## src/rtl/hwgen_hdr_builder.sv

```systemverilog
// hwgen_hdr_builder
//   Turns normalised pcap record headers (ns timestamp, incl_len, orig_len)
//   into hwgen transmit headers (magic, clamped orig_len, inter-frame gap in
//   156.25 MHz cycles). The gap is the timestamp delta converted to cycles
//   minus the wire occupancy of the previous frame.
//
//   Two-stage pipeline:
//     S1: timestamp delta, occupancy of the previous frame, clamped length
//     S2: final ifg, drives the out_* header until downstream accepts it
//
// Ports:
//   clk, rst_n            clock, asynchronous active-low reset
//   restart               next accepted header starts a new capture (ifg = 0)
//   hdr_ts/incl_len/orig_len, hdr_valid, hdr_ready   input header stream
//   out_magic/orig_len/ifg, out_valid, out_ready     output header stream
//   ts_backwards_cnt      saturating count of timestamps below predecessor
//   len_clamp_cnt         saturating count of clamped orig_len values
module hwgen_hdr_builder #(
  parameter int          BYTES_PER_CYCLE = 8,
  parameter logic [15:0] MAGIC           = 16'h6969,
  parameter int          IFG_W           = 32
) (
  input  logic             clk,
  input  logic             rst_n,
  input  logic             restart,
  input  logic [63:0]      hdr_ts,
  input  logic [31:0]      hdr_incl_len,
  input  logic [31:0]      hdr_orig_len,
  input  logic             hdr_valid,
  output logic             hdr_ready,
  output logic [16:0]      out_magic,
  output logic [16:0]      out_orig_len,
  output logic [IFG_W-1:0] out_ifg,
  output logic             out_valid,
  input  logic             out_ready,
  output logic [15:0]      ts_backwards_cnt,
  output logic [15:0]      len_clamp_cnt
);

  localparam int          OCC_SHIFT = $clog2(BYTES_PER_CYCLE);
  localparam logic [16:0] LEN_MAX   = 17'h1FFFF;

  // Captured length is passed through the parser but has no use here.
  logic unused_incl_len;
  assign unused_incl_len = ^hdr_incl_len;

  logic        first_flag;
  logic [63:0] prev_ts;
  logic [31:0] prev_occ;

  logic        s1_valid;
  logic [63:0] s1_delta;
  logic [31:0] s1_occ;
  logic [16:0] s1_len;

  logic        s2_valid;
  logic        s2_load;
  logic        hdr_accept;

  assign s2_load    = !s2_valid || out_ready;
  assign hdr_ready  = !s1_valid || s2_load;
  assign hdr_accept = hdr_valid && hdr_ready;
  assign out_valid  = s2_valid;

  // Input-side calculations
  logic        is_first;
  logic        ts_backwards;
  logic        len_clamped;
  logic [16:0] len_sat;
  logic [63:0] delta_ns;
  logic [31:0] occ_new;

  always_comb begin
    is_first     = first_flag || restart;
    ts_backwards = !is_first && (hdr_ts < prev_ts);
    delta_ns     = (is_first || ts_backwards) ? 64'd0 : (hdr_ts - prev_ts);
    len_clamped  = |hdr_orig_len[31:17];
    len_sat      = len_clamped ? LEN_MAX : hdr_orig_len[16:0];
    occ_new      = 32'((18'(len_sat) + 18'(BYTES_PER_CYCLE - 1)) >> OCC_SHIFT);
  end

  // Gap conversion: delta/6.4 == (delta*5)>>5, kept in 67 bits so the
  // multiply never overflows for any 64-bit delta.
  logic [66:0]      cyc_prod;
  logic [66:0]      cycles;
  logic [66:0]      cyc_diff;
  logic [IFG_W-1:0] ifg_calc;

  always_comb begin
    cyc_prod = 67'(s1_delta) * 67'd5;
    cycles   = cyc_prod >> 5;
    cyc_diff = cycles - 67'(s1_occ);
    if (cycles < 67'(s1_occ)) begin
      ifg_calc = '0;
    end else if (|cyc_diff[66:IFG_W]) begin
      ifg_calc = '1;
    end else begin
      ifg_calc = cyc_diff[IFG_W-1:0];
    end
  end

  // Capture state and counters
  always_ff @(posedge clk or negedge rst_n) begin
    if (!rst_n) begin
      first_flag       <= 1'b1;
      prev_ts          <= '0;
      prev_occ         <= '0;
      ts_backwards_cnt <= '0;
      len_clamp_cnt    <= '0;
    end else begin
      if (hdr_accept) begin
        first_flag <= 1'b0;
        prev_ts    <= hdr_ts;
        prev_occ   <= occ_new;
        if (ts_backwards && (ts_backwards_cnt != 16'hFFFF)) begin
          ts_backwards_cnt <= ts_backwards_cnt + 16'd1;
        end
        if (len_clamped && (len_clamp_cnt != 16'hFFFF)) begin
          len_clamp_cnt <= len_clamp_cnt + 16'd1;
        end
      end else if (restart) begin
        first_flag <= 1'b1;
      end
    end
  end

  // Stage 1: the occupancy carried is the previous frame's, sampled before
  // this accept overwrites prev_occ.
  always_ff @(posedge clk or negedge rst_n) begin
    if (!rst_n) begin
      s1_valid <= 1'b0;
      s1_delta <= '0;
      s1_occ   <= '0;
      s1_len   <= '0;
    end else if (hdr_ready) begin
      s1_valid <= hdr_accept;
      if (hdr_accept) begin
        s1_delta <= delta_ns;
        s1_occ   <= prev_occ;
        s1_len   <= len_sat;
      end
    end
  end

  // Stage 2 / output registers
  always_ff @(posedge clk or negedge rst_n) begin
    if (!rst_n) begin
      s2_valid     <= 1'b0;
      out_magic    <= '0;
      out_orig_len <= '0;
      out_ifg      <= '0;
    end else if (s2_load) begin
      s2_valid <= s1_valid;
      if (s1_valid) begin
        out_magic    <= {1'b0, MAGIC};
        out_orig_len <= s1_len;
        out_ifg      <= ifg_calc;
      end
    end
  end

endmodule
```

## config.mk

```make
export PLATFORM = sky130hd
export DESIGN_NAME = hwgen_hdr_builder
export DESIGN_NICKNAME = d
export VERILOG_FILES = /design/src/rtl/hwgen_hdr_builder.sv
export SDC_FILE = /design/constraint.sdc
export NUM_CORES = 1
export LEC_CHECK = 0
export BUFFER_PORTS_ARGS = -buffer_cell sky130_fd_sc_hd__buf_2
export CAP_MARGIN = 40
export CORE_MARGIN = 3
export CORE_UTILIZATION = 40
export CTS_BUF_LIST = sky130_fd_sc_hd__clkbuf_4
export CTS_CLUSTER_DIAMETER = 50
export DETAILED_ROUTE_END_ITERATION = 12
export GPL_ROUTABILITY_DRIVEN = 0
export GPL_TIMING_DRIVEN = 0
export SLEW_MARGIN = 20
export SYNTH_ARGS = -nofsm -noshare
export SYNTH_HDL_FRONTEND = slang
export SYNTH_SLANG_ARGS = --single-unit
```

## constraint.sdc

```tcl
create_clock -name clk -period 14.2 [get_ports clk]
set_input_delay 2.84 -clock clk [delete_from_list [all_inputs] [get_ports clk]]
set_output_delay 2.84 -clock clk [all_outputs]
set_load 0.1 [all_outputs]
```

==> flow_metrics.env, run 1 <==
export IMPL_ys_async_sr_fraction=1.00
export IMPL_io_pins=233
export IMPL_drt_initial_drc_count=1170
export IMPL_cp_required_ns=14.88
export IMPL_dp_hpwl_um=46400
export IMPL_ant_nets=0
export IMPL_finalHoldViolCount=0
export IMPL_cp_end_kind="register"
export IMPL_synth_edff_count=0
export IMPL_die_h_um=229
export IMPL_syn_area_sq_um=20000
export IMPL_cts_root_buf="clkbuf_4"
export IMPL_synth_top_area_frac=0.325
export IMPL_layout_nets=3006
export IMPL_clockBufferDepth=3
export IMPL_clk_pin_slew_worst_paths_ns=0.07
export IMPL_yosys_warnings=0
export IMPL_ir_drop_uv=174
export IMPL_first_pass_iters=5
export IMPL_die_w_um=229
export IMPL_crit_fanout=10
export IMPL_dieArea_sq_um=52600
export IMPL_syn_instance_count=2388
export IMPL_fin_setup_tns_ns=0
export IMPL_grt_pass1_vias=17900
export IMPL_sw_frac_of_total=0.463
export IMPL_p_int_mw=1.66
export IMPL_crit_path_start_kind="primary input"
export IMPL_htreeDepth=3
export IMPL_max_clock_freq_ghz=0.123
export IMPL_slew_violations=0
export IMPL_fin_worst_skew_ns=0.0918
export IMPL_cp_arrival_ns=8.80
export IMPL_synth_distinct_cells=96
export IMPL_clock_latency_ns=0.83
export IMPL_slew_headroom=0.447
export IMPL_initial_utilization=0.406
export IMPL_clkSinkCount=260
export IMPL_gr_total_overflow=0
export IMPL_layout_drive_gt1_share=0.138
export IMPL_synth_top_flop_cell="dfrtp_1"
export IMPL_grt_first_pass_wirelength_um=93900
export IMPL_hold_depth=2
export IMPL_synth_seq_cells=260
export IMPL_min_path_type="register to register"
export IMPL_wl_per_cell_um=17.2
export IMPL_area_delta_synth_final_pct=14.1
export IMPL_postCtsSetupBuffers=0
export IMPL_routed_wl_um=58300
export IMPL_synth_top_area_cell="dfrtp_1"
export IMPL_p_leak_nw=10.8
export IMPL_pwr_share_seq=0.291
export IMPL_postCtsHoldBufs=0
export IMPL_hold_slack_ns=0.449
export IMPL_syn_avg_cell_area_sq_um=8.36
export IMPL_pwr_share_clk=0.215
export IMPL_outcome="completed"
export IMPL_path_class="primary input to register"
export IMPL_worst_slew_pin_slew_ns=0.822
export IMPL_antenna_found_initial=7
export IMPL_p_switching_mw=1.43
export IMPL_io_buffers=191
export IMPL_p_comb_frac=0.493
export IMPL_vias_per_cell=5.43
export IMPL_rsz0062_at_grt="false"
export IMPL_rr_worst_depth=26
export IMPL_grt_max_degree=101
export IMPL_period_needed_ns=8.12
export IMPL_track_usage=0.219
export IMPL_yosysSeqAreaShare=0.326
export IMPL_total_power_mw=3.09
export IMPL_core_sq_um=49200
export IMPL_row_count=81
export IMPL_synth_area_top_cells="dfrtp_1 (32%), ha_1 (13%), nand2_1 (6.9%)"
export IMPL_power_per_cell_area_nw_per_um2=136
export IMPL_cap_violations=0
export IMPL_vias=18400
export IMPL_cts_made_buffers=73
export IMPL_drc=0
export IMPL_post_cts_resized=0
export IMPL_setup_violations=0
export IMPL_cts_tree="built"
export IMPL_fin_crit_sh=0.572
cell usage after synthesis, types with 8 or more instances:
| master | number |
|---|---|
| nor4_1 | 17 |
| a221o_1 | 8 |
| o41ai_1 | 8 |
| inv_1 | 123 |
| nor3_1 | 45 |
| nand2_1 | 367 |
| o21a_1 | 26 |
| ha_1 | 203 |
| nor2b_1 | 11 |
| o21bai_1 | 21 |
| a21o_1 | 79 |
| or3_1 | 14 |
| a31oi_1 | 18 |
| o31ai_1 | 13 |
| and3_1 | 26 |
| o21ai_1 | 9 |
| nand4_1 | 32 |
| and2_1 | 20 |
| nor2_1 | 116 |
| xor2_1 | 58 |
| nand3_1 | 53 |
| o21ai_0 | 267 |
| a211oi_1 | 25 |
| xnor2_1 | 116 |
| nand2b_1 | 15 |
| a21oi_1 | 158 |
| a22o_1 | 8 |
| o211ai_1 | 16 |
| a21oi_2 | 17 |
| buf_4 | 17 |
| clkbuf_1 | 79 |
| dfrtp_1 | 259 |
state kept, by name (all words and copies together), names as in the netlist, 15 cells and up:
signal / count
out_orig_len: 17
len_clamp_cnt: 16
prev_ts: 64
s1_occ: 15
s1_len: 17
ts_backwards_cnt: 16
prev_occ: 15
s1_delta: 64
out_ifg: 32
stage by stage:
stage	setup WS (ns)	cell area (sq um)	utilization	cells
3_3_place_gp	5.36	21800	0.443	3251
3_5_place_dp	5.36	21900	0.445	3256
5_1_grt	5.78	22800	0.463	3383
2_1_floorplan	7.33	20000	-	2396
6_report	6.08	22800	0.463	3386
4_1_cts	6.15	22700	0.463	3379
path summary, 6_finish.rpt:
check | from | end | slack (ns)
max | hdr_ts[0] | s1_delta[60]$_DFFE_PN0P_ | 6.08
max reg2reg | s1_delta[8]$_DFFE_PN0P_ | out_ifg[9]$_DFFE_PN0P_ | 6.76
min reg2reg | s1_len[16]$_DFFE_PN0P_ | out_orig_len[16]$_DFFE_PN0P_ | 0.45
min in group asynchronous | rst_n | out_ifg[28]$_DFFE_PN0P_ | 1.99
max in group asynchronous | rst_n | prev_ts[8]$_DFFE_PN0P_ | 11.23
min | s1_len[16]$_DFFE_PN0P_ | out_orig_len[16]$_DFFE_PN0P_ | 0.45
power by group through the flow:
| stage | Clock, mW | Combinational (mW) | Sequential [mW] |
|---|---|---|---|
| 2_1_floorplan | 0 | 0.876 | 1.20 |
| 3_3_place_gp | 0 | 1.49 | 0.909 |
| 3_5_place_dp | 0 | 1.51 | 0.912 |
| 4_1_cts | 0.692 | 1.52 | 0.900 |
| 5_1_grt | 0.733 | 1.67 | 0.913 |
| 6_report | 0.665 | 1.53 | 0.901 |
layer usage:
layer | share of wire | GRT usage | wire length (um) | vias to the layer above
met4 | 0.028 | 0.0712 | 1620 | 6
li1 | - | - | - | 9141
met2 | 0.44 | 0.342 | 25500 | 528
met1 | 0.47 | 0.300 | 27400 | 8604
met3 | 0.065 | 0.0522 | 3800 | 114
met5 | 0.00079 | 0 | 46 | -
logic make-up (layout without fill, tap and decap cells):
group | count (synthesis) | after routing | share of synthesized area
simple gates | 760 | 760 | 0.177
compound gates | 753 | 753 | 0.240
flops | 260 | 260 | 0.326
buf+inv | 228 | 548 | 0.0478
fa+ha+maj | 205 | 205 | 0.129
xor+xnor | 174 | 174 | 0.0764
mux | 7 | 7 | 0.00376
other cells | 1 | 15 | 0.000188
worst max-delay path, cell delays in order:
cell and delay (ns):
buf_2 0.08, inv_1 0.04, ha_1 0.23, inv_1 0.08, fa_1 0.20, a21o_1 0.12
a21oi_1 0.10, o21ai_0 0.20, nor4b_1 0.52, o21ai_0 0.37, o31ai_1 0.78, a211oi_1 0.25
a21oi_1 0.28, a31oi_1 0.22, o211ai_1 0.51, a31oi_1 0.24, nor4_1 0.67, inv_1 0.40
clkbuf_1 0.40, o21ai_0 0.26
cell usage in the layout, fill, tap and decap left out, drive strengths merged, types with 9 or more instances in the layout:
cell and instances:
nand2 368, o21ai 277, dfrtp 259, buf 223
ha 203, clkbuf 178, a21oi 175, inv 124
nor2 117, xnor2 116, a21o 79, xor2 58
nand3 53, nor3 46, nand4 33, o21a 26
and3 26, a211oi 25, o21bai 22, clkinv 22
and2 20, a31oi 20, nor4 18, o211ai 16
nand2b 15, or3 15, o31ai 13, nor2b 11
a2111oi 10, conb 9, a21boi 9
final cells by class:
| cell class | count | area, sq um |
|---|---|---|
| Fill cell | 4902 | 26400 |
| Multi-Input combinational cell | 1908 | 12500 |
| Sequential cell | 260 | 6510 |
| Timing Repair Buffer | 197 | 1070 |
| Tap cell | 664 | 831 |
| Clock buffer | 99 | 743 |
| Buffer | 105 | 493 |
| Inverter | 123 | 462 |
| Clock inverter | 24 | 119 |
| Antenna cell | 6 | 15.0 |
Note: power is estimated with default switching activity, not from simulation.
==> run 2: changes to the inputs <==
- clock period: 14.2 -> 7.85 ns (I/O delays scaled with it)
==> run 2 against run 1 <==
Against the previous run: clock power is 80% higher; non-clock buffer count unchanged; die area stayed put; combinational power increased by 81%; via count hardly changed; largest power group unchanged; final area about the same; power rose by 81%; largest cell class unchanged; clock-buffer cell count unchanged; highest routed layer unchanged; flip-flop and latch count unchanged.
==> flow_metrics.env, run 2 (synthesis gave the netlist of run 1 again) <==
export IMPL_htreeDepth=3
export IMPL_track_usage=0.219
export IMPL_slew_violations=0
export IMPL_final_cell_mix="nand2_1 (367), o21ai_0 (267), dfrtp_1 (259), ha_1 (203), buf_2 (194)"
export IMPL_io_pins=233
export IMPL_first_pass_iters=7
export IMPL_cp_end_kind="register"
export IMPL_drt_initial_drc_count=1196
export IMPL_p_leak_nw=10.8
export IMPL_slew_headroom=0.433
export IMPL_ant_nets=0
export IMPL_area_delta_synth_final_pct=14.1
export IMPL_outcome="completed"
export IMPL_vias_per_cell=5.44
export IMPL_drc=0
export IMPL_post_cts_resized=0
export IMPL_setup_violations=0
export IMPL_routed_wl_um=58200
export IMPL_power_per_cell_area_nw_per_um2=246
export IMPL_grt_first_pass_wirelength_um=93900
export IMPL_worst_slew_pin_slew_ns=0.845
export IMPL_fin_setup_tns_ns=0
export IMPL_post_route_util=0.463
export IMPL_p_comb_frac=0.494
export IMPL_maxUsedRoutingLayer="met5"
export IMPL_pwr_share_clk=0.215
export IMPL_path_class="register to register"
export IMPL_postCtsHoldBufs=0
export IMPL_clkSinkCount=260
export IMPL_rsz0062_at_grt="false"
export IMPL_nFillCells=4901
export IMPL_cts_root_buf="clkbuf_4"
export IMPL_die_w_um=229
export IMPL_crit_fanout=10
export IMPL_clockBufferDepth=3
export IMPL_fin_worst_skew_ns=0.0867
export IMPL_dieArea_sq_um=52600
export IMPL_grt_pass1_vias=17900
export IMPL_wl_met2_um=25500
export IMPL_cap_violations=0
export IMPL_largestRegisters="prev_ts (64), s1_delta (64), out_ifg (32)"
export IMPL_gr_total_overflow=0
export IMPL_core_sq_um=49200
export IMPL_io_buffers=191
export IMPL_grt_max_degree=101
export IMPL_hold_slack_ns=0.449
export IMPL_layout_nets=3006
export IMPL_postCtsSetupBuffers=0
export IMPL_placed_area_sq_um=21900
export IMPL_wl_per_cell_um=17.2
export IMPL_p_int_mw=3.01
export IMPL_vias=18400
export IMPL_cp_arrival_ns=7.95
export IMPL_fin_crit_sh=0.933
export IMPL_p_switching_mw=2.59
export IMPL_row_count=81
export IMPL_min_path_type="register to register"
export IMPL_cp_required_ns=8.48
export IMPL_cts_made_buffers=73
export IMPL_dp_hpwl_um=46400
export IMPL_sw_frac_of_total=0.463
export IMPL_pwr_share_seq=0.291
export IMPL_finalHoldViolCount=0
export IMPL_clk_pin_slew_worst_paths_ns=0.07
export IMPL_ir_drop_uv=315
export IMPL_crit_path_start_kind="register"
export IMPL_antenna_found_initial=7
export IMPL_max_clock_freq_ghz=0.137
export IMPL_drt_met1_wl_um=27400
export IMPL_fin_area_sq_um=22800
export IMPL_cts_tree="built"
export IMPL_die_h_um=229
export IMPL_clock_latency_ns=0.82
export IMPL_period_needed_ns=7.32
export IMPL_dr_wl_met3_um=3740
export IMPL_final_common_cell="nand2_1"
export IMPL_initial_utilization=0.406
export IMPL_layout_drive_gt1_share=0.138
[run 2: changes by cell type in the layout (fill, tap and decap cells not counted)]
cell	delta
nor4_4	+1
nor4_2	-1
[run 2: layout make-up]
class | instances | area (sq um) | area share
clock buffers | 99 | 743 | 0.0326
clock inverters | 24 | 119 | 0.00522
plain buffers | 105 | 493 | 0.0216
repair buffers | 197 | 1070 | 0.0470
inverters | 123 | 462 | 0.0203
diodes | 6 | 15.0 | 0.000659
flip-flops and latches | 260 | 6510 | 0.286
multi-input cells | 1908 | 12500 | 0.550
well taps | 664 | 831 | 0.0365
[run 2: worst max-delay path: stages (launching register included)]
cell and delay, ns:
dfrtp_1 0.44, ha_1 0.33, ha_1 0.36, a21o_1 0.19
a21o_1 0.20, o21ai_1 0.45, nand2_1 0.37, a21oi_1 0.27
xnor2_1 0.18, ha_1 0.30, o21a_1 0.12, o21ai_1 0.17
a21o_1 0.17, nor4bb_1 0.06, a2111o_1 0.43, o31a_1 0.28
or3_1 0.36, buf_2 0.17, or4_1 0.51, clkbuf_1 0.19
nor3_1 0.15, o21ai_0 0.12, o21a_1 0.13, a2111oi_0 0.40
nor4bb_1 0.30, buf_2 0.25, buf_6 0.21, a21oi_2 0.06
[run 2: through the flow]
step | instances | power, mW | setup slack [ns]
2_1_floorplan | 2396 | 3.76 | 1.66
3_3_place_gp | 3251 | 4.35 | 0.284
3_5_place_dp | 3256 | 4.39 | 0.275
4_1_cts | 3379 | 5.64 | 0.502
5_1_grt | 3383 | 6.01 | 0.0431
6_report | 3386 | 5.60 | 0.528
[run 2: power groups by stage]
stage / Clock [mW] / Sequential (mW) / Combinational (mW)
after global routing: 1.33 / 1.65 / 3.03
after floorplan: 0 / 2.17 / 1.58
after detailed placement: 0 / 1.65 / 2.74
final: 1.20 / 1.63 / 2.77
after global placement: 0 / 1.64 / 2.70
after CTS: 1.25 / 1.63 / 2.75
[run 2: layer usage]
metal,global-route usage,vias up
li1,-,9139
met1,0.300,8645
met2,0.342,515
met3,0.0522,106
met4,0.0712,6
met5,0,-
[run 2: worst paths after layout]
| check | startpoint | endpoint | slack, ns | cells after the start |
|---|---|---|---|---|
| hold / removal | s1_len[16]$_DFFE_PN0P_ | out_orig_len[16]$_DFFE_PN0P_ | 0.45 | 2 |
| setup reg to reg | s1_delta[8]$_DFFE_PN0P_ | out_ifg[9]$_DFFE_PN0P_ | 0.53 | 27 |
| setup / recovery | s1_delta[8]$_DFFE_PN0P_ | out_ifg[9]$_DFFE_PN0P_ | 0.53 | 27 |
| hold reg to reg | s1_len[16]$_DFFE_PN0P_ | out_orig_len[16]$_DFFE_PN0P_ | 0.45 | 2 |
| min in group asynchronous | rst_n | out_ifg[28]$_DFFE_PN0P_ | 0.73 | 1 |
| max in group asynchronous | rst_n | prev_ts[8]$_DFFE_PN0P_ | 6.15 | 2 |
==> run 3: changes to the inputs <==
- CELL_PAD_IN_SITES_DETAIL_PLACEMENT: not set -> 1
- CELL_PAD_IN_SITES_GLOBAL_PLACEMENT: not set -> 1
- PLACE_DENSITY_LB_ADDON: not set -> 0.1
==> run 3 against run 2 <==
Against the previous run: setup slack gained 0.024 ns; global-route usage grew 2.9 points; combinational power grew 2%; fmax grew 0.33%; sequential share of layout area shrank 0.088 points; sequential power is essentially flat; worst hold slack gained 0.015 ns; clock-buffer cell count grew 2; die area is the same; register-to-register slack gained 0.02 ns; critical path depth is the same; largest power group unchanged; highest routed layer unchanged.
==> flow_metrics.env, run 3 (synthesis gave the netlist of run 1 again) <==
export IMPL_ir_drop_uv=236
export IMPL_p_int_mw=3.03
export IMPL_postCtsHoldBufs=0
export IMPL_dr_wl_met3_um=2740
export IMPL_setup_worst_path_start="s1_delta[3]$_DFFE_PN0P_"
export IMPL_track_usage=0.248
export IMPL_cts_made_buffers=75
export IMPL_ant_nets=0
export IMPL_setup_violations=0
export IMPL_dieArea_sq_um=52600
export IMPL_max_clock_freq_ghz=0.137
export IMPL_reg2reg_to="out_ifg[5]$_DFFE_PN0P_"
export IMPL_slew_violations=0
export IMPL_drc=0
export IMPL_layout_nets=3013
export IMPL_path_class="register to register"
export IMPL_outcome="completed"
export IMPL_area_delta_synth_final_pct=14.5
export IMPL_vias=18800
export IMPL_die_w_um=229
export IMPL_row_count=81
export IMPL_vias_per_cell=5.55
export IMPL_grt_max_degree=80
export IMPL_slew_headroom=0.374
export IMPL_final_common_cell="nand2_1"
export IMPL_clkSinkCount=260
export IMPL_grt_first_pass_wirelength_um=106000
export IMPL_cts_root_buf="clkbuf_4"
export IMPL_cp_required_ns=8.52
export IMPL_cp_arrival_ns=7.97
export IMPL_cts_tree="built"
export IMPL_power_per_cell_area_nw_per_um2=250
export IMPL_pwr_share_seq=0.288
export IMPL_finalHoldViolCount=0
export IMPL_core_sq_um=49200
export IMPL_clk_pin_slew_worst_paths_ns=0.07
export IMPL_crit_path_start_kind="register"
export IMPL_cap_violations=0
export IMPL_place_inst=3258
export IMPL_p_switching_mw=2.68
export IMPL_crit_slowest_cell="or4_1"
export IMPL_dp_hpwl_um=53300
export IMPL_wl_met2_um=29900
export IMPL_drt_met1_wl_um=31800
export IMPL_cp_end_kind="register"
export IMPL_grt_pass1_vias=19600
export IMPL_pwr_share_clk=0.218
export IMPL_fin_worst_skew_ns=0.0599
export IMPL_largestRegisters="prev_ts (64), s1_delta (64), out_ifg (32)"
export IMPL_maxUsedRoutingLayer="met5"
export IMPL_final_cell_mix="nand2_1 (366), o21ai_0 (267), dfrtp_1 (259), ha_1 (203), buf_2 (197)"
export IMPL_io_buffers=191
export IMPL_period_needed_ns=7.30
export IMPL_worst_r2r_setup_slack_ns=0.55
export IMPL_gr_total_overflow=0
export IMPL_finalNonFillerCells=3390
export IMPL_rr_startpoint="s1_delta[3]$_DFFE_PN0P_"
export IMPL_first_pass_iters=5
export IMPL_cpPeakStageDelay_ns=0.52
export IMPL_crit_end="out_ifg[5]$_DFFE_PN0P_"
export IMPL_rr_worst_depth=27
export IMPL_initial_utilization=0.406
export IMPL_worst_slew_pin_slew_ns=0.931
export IMPL_fin_setup_tns_ns=0
export IMPL_min_path_type="register to register"
export IMPL_htreeDepth=3
export IMPL_clockBufferDepth=3
export IMPL_fin_crit_sh=0.930
export IMPL_crit_fanout=10
export IMPL_cp_common_cell="ha_1"
export IMPL_p_comb_frac=0.494
export IMPL_p_leak_nw=10.9
export IMPL_clock_latency_ns=0.84
export IMPL_wl_per_cell_um=19.4
export IMPL_sw_frac_of_total=0.470
export IMPL_routed_wl_um=65800
export IMPL_rsz0062_at_grt="false"
export IMPL_antenna_found_initial=5
export IMPL_io_pins=233
export IMPL_layout_drive_gt1_share=0.143
export IMPL_die_h_um=229
export IMPL_drt_initial_drc_count=929
-- run 3: cell count changes in the layout (fill, tap and decap cells not counted), sizes merged --
cell / before / now
inv: 124 / 125
clkbuf: 178 / 181
clkinv: 22 / 17
buf: 223 / 227
clkinvlp: 0 / 1
-- run 3: how the worst min path moves through the flow --
stage	start	endpoint	slack [ns]	cells past startpoint
after global routing	s1_len[7]$_DFFE_PN0P_	out_orig_len[7]$_DFFE_PN0P_	0.48	2
after global placement	s1_len[14]$_DFFE_PN0P_	out_orig_len[14]$_DFFE_PN0P_	0.45	2
after floorplan	s1_len[0]$_DFFE_PN0P_	out_orig_len[0]$_DFFE_PN0P_	0.44	2
after CTS	s1_len[7]$_DFFE_PN0P_	out_orig_len[7]$_DFFE_PN0P_	0.44	2
after detailed placement	s1_len[13]$_DFFE_PN0P_	s1_len[13]$_DFFE_PN0P_	0.46	2
final	s1_len[7]$_DFFE_PN0P_	out_orig_len[7]$_DFFE_PN0P_	0.46	2
-- run 3: area by class of cell --
| cell class | count | area [sq um] |
|---|---|---|
| inverter | 123 | 462 |
| multi-input combinational | 1908 | 12500 |
| timing repair buffer | 202 | 1110 |
| fill | 6034 | 26300 |
| clock inverter | 21 | 124 |
| clock buffer | 101 | 758 |
| sequential | 260 | 6510 |
| buffer | 105 | 493 |
| antenna | 6 | 15.0 |
| tap | 664 | 831 |
-- run 3: timing repair --
item,4_1_cts,5_1_grt
setup buffers,0,0
endpoints found under the setup margin,0,30
gates resized for setup,0,3
-- run 3: worst max-delay path: cells and delay by family (launching register included) --
kind / cells / cell delay [ns]
AO/OA/AOI/OAI: 13 / 3.01
XOR/XNOR: 1 / 0.17
adder cells (fa/ha/maj): 3 / 0.97
buffers and inverters: 4 / 0.82
flip-flops: 1 / 0.46
AND/OR/NAND/NOR: 6 / 1.67
-- run 3: power by group through the flow --
stage	clock network (mW)	registers [mW]	logic (mW)
floorplan	0	2.17	1.58
detailed placement	0	1.67	2.80
finish	1.24	1.65	2.82
global placement	0	1.66	2.73
global route	1.37	1.67	3.09
CTS	1.30	1.64	2.82
-- run 3: per-stage QoR --
| stage | setup slack, ns | instance area (sq um) | util | power [mW] | hold slack (ns) |
|---|---|---|---|---|---|
| 5_1_grt | 0.0433 | 22800 | 0.465 | 6.13 | 0.476 |
| 3_3_place_gp | 0.0272 | 21800 | 0.443 | 4.39 | 0.449 |
| 3_5_place_dp | 0.402 | 21900 | 0.446 | 4.47 | 0.461 |
| 2_1_floorplan | 1.66 | 20000 | - | 3.76 | 0.439 |
| 4_1_cts | 0.291 | 22800 | 0.464 | 5.77 | 0.438 |
| 6_report | 0.552 | 22800 | 0.465 | 5.71 | 0.463 |
-- run 3: per-layer routing --
layer | up-vias | GRT usage
met2 | 330 | 0.402
met1 | 9245 | 0.342
met3 | 92 | 0.0396
met5 | - | 0
li1 | 9132 | -
met4 | 8 | 0.0704
